[src/rtl/cpu_pkg.sv]
// Shared CPU datapath constants for the immediate extender and its consumers.
// No logic; constants only.
// Not applicable (no handshake).
package cpu_pkg;
    localparam int WORD_W      = 32;
    localparam int EXT_W       = WORD_W + 1;
    localparam int EXT_TOG_BIT = WORD_W;
    localparam int DROP_CNT_W  = 8;
endpackage

[src/rtl/operand_fifo2.sv]
// Generic 2-entry FIFO; entry 0 is always the head, so the head holds its last value when empty.
// Latency: push visible at head one clock later when empty.
// Backpressure: a push while full without a pop in the same cycle is ignored.
module operand_fifo2 #(
    parameter int WIDTH = 33
) (
    input  logic             clk,
    input  logic             rst_n,
    input  logic             push,
    input  logic [WIDTH-1:0] push_dat,
    input  logic             pop,
    output logic [WIDTH-1:0] head_dat,
    output logic             full,
    output logic             empty
);
    logic [WIDTH-1:0] r_ent0;
    logic [WIDTH-1:0] r_ent1;
    logic [1:0]       r_cnt;
    logic             w_do_pop;
    logic             w_do_push;

    // Qualify push/pop against occupancy; a full queue accepts a push only alongside a pop.
    always_comb begin
        w_do_pop  = 1'b0;
        w_do_push = 1'b0;
        w_do_pop  = pop && (r_cnt != 2'd0);
        w_do_push = push && ((r_cnt != 2'd2) || w_do_pop);
    end

    // Shift-style storage: entry 1 moves into entry 0 on a pop.
    always_ff @(posedge clk) begin
        if (!rst_n) begin
            r_ent0 <= '0;
            r_ent1 <= '0;
            r_cnt  <= 2'd0;
        end else begin
            case (r_cnt)
                2'd0: begin
                    if (w_do_push) begin
                        r_ent0 <= push_dat;
                        r_cnt  <= 2'd1;
                    end
                end
                2'd1: begin
                    if (w_do_push && w_do_pop) begin
                        r_ent0 <= push_dat;
                    end else if (w_do_push) begin
                        r_ent1 <= push_dat;
                        r_cnt  <= 2'd2;
                    end else if (w_do_pop) begin
                        r_cnt  <= 2'd0;
                    end
                end
                default: begin
                    if (w_do_pop) begin
                        r_ent0 <= r_ent1;
                        if (w_do_push) begin
                            r_ent1 <= push_dat;
                        end else begin
                            r_cnt <= 2'd1;
                        end
                    end
                end
            endcase
        end
    end

    assign head_dat = r_ent0;
    assign full     = (r_cnt == 2'd2);
    assign empty    = (r_cnt == 2'd0);
endmodule

[src/rtl/imm_operand_stage.sv]
// Turns extender toggle edges into operand events, selects ALU operand B, queues it for the ALU.
// Latency: 2 clocks from the edge sampling a toggle to op_valid.
// Backpressure: 2-entry queue; events arriving while full with no pop are dropped and counted.
module imm_operand_stage
    import cpu_pkg::*;
#(
    parameter int DATA_W = WORD_W,
    parameter int CNT_W  = DROP_CNT_W
) (
    input  logic              clk,
    input  logic              rst_n,
    input  logic [DATA_W:0]   ext_in,
    input  logic [DATA_W-1:0] rt_data,
    input  logic              alu_src,
    output logic [DATA_W-1:0] op_b,
    output logic              op_is_imm,
    output logic              op_valid,
    input  logic              op_ready,
    input  logic              clr_stat,
    output logic              overflow,
    output logic [CNT_W-1:0]  drop_cnt
);
    logic [DATA_W:0]   r_s1_ext;
    logic [DATA_W-1:0] r_s1_rt;
    logic              r_s1_src;
    logic              r_tog_d;
    logic              r_overflow;
    logic [CNT_W-1:0]  r_drop_cnt;

    logic              w_evt;
    logic              w_pop;
    logic              w_full;
    logic              w_empty;
    logic              w_drop;
    logic [DATA_W:0]   w_entry;
    logic [DATA_W:0]   w_head;

    // Capture stage; during reset the delayed toggle is seeded from the live input so no event follows reset.
    always_ff @(posedge clk) begin
        r_s1_ext <= ext_in;
        r_s1_rt  <= rt_data;
        r_s1_src <= alu_src;
        if (!rst_n) begin
            r_tog_d <= ext_in[DATA_W];
        end else begin
            r_tog_d <= r_s1_ext[DATA_W];
        end
    end

    assign w_evt   = r_s1_ext[DATA_W] ^ r_tog_d;
    assign w_entry = {(r_s1_src ? r_s1_ext[DATA_W-1:0] : r_s1_rt), r_s1_src};
    assign w_pop   = op_valid & op_ready;
    assign w_drop  = w_evt & w_full & ~w_pop;

    operand_fifo2 #(
        .WIDTH (DATA_W + 1)
    ) u_fifo (
        .clk      (clk),
        .rst_n    (rst_n),
        .push     (w_evt),
        .push_dat (w_entry),
        .pop      (w_pop),
        .head_dat (w_head),
        .full     (w_full),
        .empty    (w_empty)
    );

    // Drop statistics; a clear in the same cycle as a drop leaves exactly that one drop recorded.
    always_ff @(posedge clk) begin
        if (!rst_n) begin
            r_overflow <= 1'b0;
            r_drop_cnt <= '0;
        end else if (clr_stat) begin
            r_overflow <= w_drop;
            r_drop_cnt <= w_drop ? CNT_W'(1) : '0;
        end else if (w_drop) begin
            r_overflow <= 1'b1;
            if (r_drop_cnt != {CNT_W{1'b1}}) begin
                r_drop_cnt <= r_drop_cnt + CNT_W'(1);
            end
        end
    end

    assign op_b      = w_head[DATA_W:1];
    assign op_is_imm = w_head[0];
    assign op_valid  = ~w_empty;
    assign overflow  = r_overflow;
    assign drop_cnt  = r_drop_cnt;
endmodule
[config.mk]
export PLATFORM = sky130hd
export DESIGN_NAME = imm_operand_stage
export DESIGN_NICKNAME = d
export VERILOG_FILES = /design/src/rtl/cpu_pkg.sv /design/src/rtl/operand_fifo2.sv /design/src/rtl/imm_operand_stage.sv
export SDC_FILE = /design/constraint.sdc
export NUM_CORES = 1
export LEC_CHECK = 0
export BUFFER_PORTS_ARGS = -buffer_cell sky130_fd_sc_hd__buf_2
export CORE_ASPECT_RATIO = 0.8
export CORE_MARGIN = 2
export CORE_UTILIZATION = 57
export DETAILED_ROUTE_END_ITERATION = 7
export GPL_ROUTABILITY_DRIVEN = 0
export GPL_TIMING_DRIVEN = 1
export PLACE_DENSITY = 0.92
export SLEW_MARGIN = 40
export SYNTH_ARGS = -nofsm -noshare
export SYNTH_HDL_FRONTEND = slang
export SYNTH_SLANG_ARGS = --single-unit
[constraint.sdc]
create_clock -name clk -period 3.6 [get_ports clk]
set_input_delay 0.18 -clock clk [delete_from_list [all_inputs] [get_ports clk]]
set_output_delay 0.18 -clock clk [all_outputs]
set_load 0.05 [all_outputs]
==> results of run 1 <==
==> sequential cells by signal (all words and copies together), names as in the netlist <==
register	count
u_fifo.r_ent1	33
drop_cnt	8
r_tog_d	1
r_s1_src	1
u_fifo.head_dat	33
overflow	1
r_s1_ext	33
u_fifo.r_cnt	2
r_s1_rt	32
==> critical path, delay by kind of cell, from the launching register on <==
kind,cells,cell delay (ns)
AND/OR/NAND/NOR,2,0.69
AO/OA/AOI/OAI,2,0.58
flip-flops,1,0.53
buffers and inverters,1,0.51
==> routing by layer <==
layer	vias up	global-route usage	wire length, um
met2	162	0.495	6650
met5	-	0	0
met1	2018	0.312	5110
met3	26	0.0818	912
li1	2066	-	-
met4	0	0.101	237
==> worst max path at each step <==
stage | to | slack [ns] | cells after the start
final | u_fifo.r_ent1[13] | 1.18 | 5
after global routing | drop_cnt[7] | 1.02 | 5
after CTS | u_fifo.head_dat[18] | 1.11 | 5
after detailed placement | u_fifo.head_dat[16] | 1.12 | 5
after global placement | u_fifo.head_dat[0] | 1.10 | 4
after floorplan | drop_cnt[6] | 1.67 | 5
==> final cells by class <==
type,count,area (sq um),area share
clock inverters,13,184,0.0265
well taps,112,140,0.0202
clock buffers,19,442,0.0636
flip-flops and latches,144,2890,0.416
inverters,4,15.0,0.00216
repair buffers,183,1270,0.183
multi-input cells,324,2010,0.290
==> layout by cell type, fill, tap and decap left out, drive strengths merged, types with 3 or more instances in the layout <==
cell type / instances
o211a: 33
clkinv: 5
o21ai: 33
dlygate4sd3: 67
mux2i: 35
nor2: 5
a21boi: 34
buf: 116
clkinvlp: 3
clkbuf: 19
nor2b: 4
nand2: 141
nand2b: 3
a21oi: 4
bufinv: 4
dfxtp: 144
inv: 5
==> power by group <==
part / switching (mW) / internal (mW) / total [mW]
Sequential: 0.0711 / 1.70 / 1.78
Combinational: 0.351 / 0.204 / 0.555
Clock: 0.675 / 1.16 / 1.84
Total: 1.10 / 3.07 / 4.17
==> metrics by stage <==
stage | instance area [sq um] | std cells
final | 6950 | 799
after global routing | 6950 | 799
after CTS | 6930 | 798
after detailed placement | 5640 | 699
after global placement | 5630 | 699
after floorplan | 5050 | 508
==> what timing repair did <==
item	in CTS	in global routing
setup buffers	0	0
hold buffers	67	0
endpoints found under the hold margin	68	0
==> kinds of logic (layout without fill, tap and decap cells) <==
family,count (synthesis),in the layout,share of synthesized area
compound gates,117,117,0.173
xor+xnor,2,2,0.00496
flops,144,144,0.571
simple gates,167,167,0.138
buf+inv,40,219,0.0362
fa+ha+maj,1,1,0.00248
mux,37,37,0.0738
==> impl_results.md, run 1 <==
- Fmax: 0.414 GHz
- Commonest cells in the netlist: dfxtp_1 (144), nand2_1 (141), mux2i_1 (35)
- Max Transition Viols Final: 0
- Total GRT Usage: 0.276
- WHS Endpoint: u_fifo.r_cnt[0]
- Count leader, synth: dfxtp_1
- P per Cell Area: 600 nW/um^2
- Hold crit path type: input pin to register
- Ys flop type: dfxtp_1
- CP max stage delay: 0.53 ns
- TritonCTS Buffers: 17
- Post-DP HPWL: 6920 um
- Sink Count: 144
- Deepest clock path buffer count: 2
- Pwr Total: 4.17 mW
- YS warnings: 0
- Clk root buf: clkbuf_8
- Outcome: finished clean
- Post-CTS sizing: 0
- Mean area per synthesized cell: 9.94 sq um
- R2R depth: 5
- RR Startpoint: u_fifo.r_cnt[1]
- Hold Path Origin: op_ready
- Cells after synthesis: 508
- Hold slack: about 0.17 ns
- P_leak: approximately 3.4 nW
- Cell breakdown of the critical path: or3b_1 > a21oi_4 > buf_4 > nand2_1 > o211a_1
- Synth async-reset ratio: 0
- Largest cells by area after synthesis: dfxtp_1 (57%), nand2_1 (10%), mux2i_1 (6.9%)
- CTS tree: built
- DIE AREA: 9640 sq um
- Syn nets: 579
- Drt drc: 0
- Post-synth EDFFs: 0
- Diodes inserted: 0
- Sequential area share after synthesis: 0.571
- Starting Density: 0.590
- Largest net degree at the start of global routing: 75
- Hold depth: 4
- Critical Path RT: 4.01 ns
- Tmin final: roughly 2.4 ns
- Avg Vias per Cell: about 5.3
- Number of vias in the routed layout: between 4000 and 5000
- Drt wl/cell: 16.2 um
- Slew HR: 0.549
- Crit Path Max Fanout: a little under 50
- Critical path endpoint category: register
- DRT iter0 DRCs: 354
- Slew @ Worst Pin: 0.677 ns
- Slowest CP cell: dfxtp_2
- Post-layout worst setup margin: 1.18 ns
- Final setup viols: 0
- Final period util: 0.671
- # IOs: 113
- Seq cells post-synth: 144
- PortBufs: roughly 110
- Placement Setup Slack: 1.12 ns
- RSZ-0062 raised after global routing: no
- Die Span Y: 88.2 um
- Reg2reg end: u_fifo.r_ent1[13]
- Library cells used by synthesis: 40
- Share of the core filled with cells: 0.812
- Nets@finish: 745
- First-pass detailed-route iteration total: 7
- DRT antenna net count: 0
- Fillers: about 490
- CP arrival: 2.82 ns
- Vias in the first global route: 4240
- First-pass GRT wire length: 20100 um
- GRT Residual Overflow: 0
- Worst vdd ir: ~0.46 mV
- Layout cells sized above 1: 0.230
- Final wirelength: around 13000 um
- Reg2Reg Setup Slack: 1.18 ns
- Yosys top cell by area: dfxtp_1
- Crit path launch: u_fifo.r_cnt[1]
- Clock skew: 0.00887 ns
- Post-Synthesis Cell Area: 5050 sq um
- Final Hold Viols: 0
- Max Cap Viol: 0
- Setup TNS: 0 ns
- Antenna violations before repair: 0
- Layout area overhead: 37.6%
- H-Tree Depth: 4
- Num rows: 30
- Clk pin slew, worst setup/hold paths: about 0.060 ns
- Setup crit start kind: register
- Clk_lat worst skew: 0.52 ns
- Die X: 109 um
- Std-Cell Core Area: 8560 sq um
- Setup CP Type: register to register
- Top cell type's share of synthesized area: 0.571
(Power assumes the default switching activity.)
==> run 2: changes to the inputs <==
--- a/config.mk
+++ b/config.mk
@@ -8,11 +8,11 @@
 export BUFFER_PORTS_ARGS = -buffer_cell sky130_fd_sc_hd__buf_2
 export CORE_ASPECT_RATIO = 0.8
 export CORE_MARGIN = 2
-export CORE_UTILIZATION = 57
+export CORE_UTILIZATION = 48
 export DETAILED_ROUTE_END_ITERATION = 7
 export GPL_ROUTABILITY_DRIVEN = 0
 export GPL_TIMING_DRIVEN = 1
-export PLACE_DENSITY = 0.92
+export PLACE_DENSITY = 0.84
 export SLEW_MARGIN = 40
 export SYNTH_ARGS = -nofsm -noshare
 export SYNTH_HDL_FRONTEND = slang
==> constraint.sdc (replaced) <==
create_clock -name clk -period 2.21 [get_ports clk]
set_input_delay 0.1105 -clock clk [delete_from_list [all_inputs] [get_ports clk]]
set_output_delay 0.1105 -clock clk [all_outputs]
set_load 0.05 [all_outputs]
==> impl_results.md, run 2 (same netlist as run 1, synthesis figures left out) <==
- Outcome: finished clean
- Crit path launch: r_s1_ext[32]
- Logic pwr share: 0.140
- Critical Path RT: approximately 2.5 ns
- R2R depth: 5
- Critical path endpoint category: register
- Drt wl/cell: 14.0 um
- First-pass GRT wire length: about 19000 um
- Std-Cell Core Area: 10200 sq um
- Number of vias in the routed layout: 4168
- Multi-input combinational cell area: 2000 sq um
- Num rows: 33
- Diodes inserted: 0
- Int Power: around 4.7 mW
- Layout area overhead: 37.9%
- Setup crit start kind: register
- Clk_lat worst skew: 0.41 ns
- Most common cell after layout, fill and taps aside: dfxtp_1
- DRT iter0 DRCs: between 200 and 300
- Setup TNS: 0 ns
- Max Transition Viols Final: 0
- Die X: approximately 120 um
- Tmin final: 1.84 ns
- Fmax: 0.544 GHz
- Hold crit path type: input pin to register
- Post-CTS Setup Repair Bufs: 0
- Clk pin slew, worst setup/hold paths: 0.06 ns
- Setup CP Type: register to register
- Final wirelength: 11600 um
- RR Startpoint: r_s1_ext[32]
- Slowest CP cell: o22a_1
- H-Tree Depth: 4
- Hold depth: 4
- Crit Path Max Fanout: 14
- Deepest clock path buffer count: 2
- Hold Path Origin: op_ready
- Worst vdd ir: 0.642 mV
- Clock skew: slightly above 0.01 ns
- Slew HR: 0.556
- Slew @ Worst Pin: approximately 0.67 ns
- Post-layout worst setup margin: 0.373 ns
- P_sw: between 1.5 and 2 mW
- Die Span Y: 95.8 um
- Post-DP HPWL: roughly 7000 um
- Largest net degree at the start of global routing: 41
- # IOs: approximately 110
- CP max stage delay: 0.47 ns
- Nets@finish: 751
- Final Hold Viols: 0
- P per Cell Area: 937 nW/um^2
- Layout cells sized above 1: 0.235
- Avg Vias per Cell: 5.00
- Sink Count: 144
- CP arrival: 2.16 ns
- P_leak: 3.37 nW
- Antenna violations before repair: 0
- DIE AREA: around 11000 sq um
- Seq pwr share: 0.439
- RSZ-0062 raised after global routing: no
- Hold slack: between 0.15 and 0.2 ns
- Cell breakdown of the critical path: xor2_1 > o22a_1 > buf_4 > nand2_1 > a21boi_1
- DRT antenna net count: 0
- Max Cap Viol: 0
- Placement Setup Slack: 0.404 ns
- WHS Endpoint: u_fifo.r_cnt[1]
- Clock power frac: 0.422
- TritonCTS Buffers: 17
- Register area: roughly 2900 sq um
- Starting Density: 0.493
- First-pass detailed-route iteration total: 4
- Reg2reg end: u_fifo.head_dat[12]
- Final setup viols: 0
- Most frequent cells in the layout: dfxtp_1 (142), nand2_1 (141), buf_2 (112), dlygate4sd3_1 (67), mux2i_1 (35)
- Final period util: 0.831
- Switch share: 0.280
- Clk root buf: clkbuf_16
- Drt drc: 0
- PortBufs: 112
- Reg2Reg Setup Slack: 0.37 ns
- Vias in the first global route: 4028
- CTS tree: built
- GRT Residual Overflow: 0
- Fillers: about 800
- Total GRT Usage: 0.209
==> run 2: cell types whose count changed in the layout (fill, tap and decap cells not counted), moves of 2 or more <==
cell | previous run | this run
inv_8 | 0 | 2
buf_4 | 3 | 10
inv_6 | 1 | 4
clkbuf_8 | 3 | 0
bufinv_16 | 4 | 1
==> run 2: per-layer routing <==
| layer | share of wire | up-vias | GRT usage |
|---|---|---|---|
| met3 | 0.066 | 8 | 0.0711 |
| met2 | 0.50 | 120 | 0.367 |
| met4 | 0.0075 | 0 | 0.0615 |
| met1 | 0.43 | 1962 | 0.246 |
| met5 | 0 | - | 0 |
| li1 | - | 2078 | - |
==> run 2: worst max-delay path by stage <==
| stage | endpoint | slack, ns | cells after the start |
|---|---|---|---|
| after floorplan | drop_cnt[6] | 0.28 | 5 |
| after global placement | u_fifo.r_ent1[0] | 0.50 | 5 |
| after detailed placement | u_fifo.head_dat[26] | 0.40 | 5 |
| after CTS | u_fifo.head_dat[12] | 0.36 | 5 |
| after global routing | u_fifo.head_dat[3] | 0.18 | 5 |
| final | u_fifo.head_dat[12] | 0.37 | 5 |
==> run 2: cell type report <==
cell class              instances  area share
multi-input cells             324       0.288
repair buffers                189       0.188
inverters                       4     0.00216
well taps                     140      0.0251
flip-flops and latches        144       0.414
clock inverters                15      0.0223
clock buffers                  17      0.0611
==> run 2: critical path: cells and delay by family (launching register included) <==
| family | cells | cell delay (ns) |
|---|---|---|
| flops | 1 | 0.39 |
| compound gates | 2 | 0.64 |
| buf+inv | 1 | 0.29 |
| simple gates | 1 | 0.09 |
| xor+xnor | 1 | 0.34 |
==> run 2: through the flow <==
step / utilization / cell area, sq um / total power [mW] / cells
after floorplan: - / 5050 / 3.49 / 508
after global placement: 0.558 / 5710 / 3.70 / 734
after detailed placement: 0.558 / 5710 / 3.73 / 734
after CTS: 0.680 / 6970 / 6.55 / 833
after global routing: 0.680 / 6970 / 6.79 / 833
final: 0.680 / 6970 / 6.53 / 833
==> run 2: power by group through the flow <==
stage	Sequential [mW]	Combinational (mW)	Clock, mW
6_report	2.86	0.911	2.75
5_1_grt	2.88	0.988	2.92
4_1_cts	2.86	0.908	2.78
3_5_place_dp	2.92	0.813	0
3_3_place_gp	2.91	0.786	0
2_1_floorplan	3.13	0.367	0
==> run 2: what timing repair did <==
item	CTS	global route
hold buffers	67	0
endpoints found under the hold margin	68	0
gates resized for setup	0	0
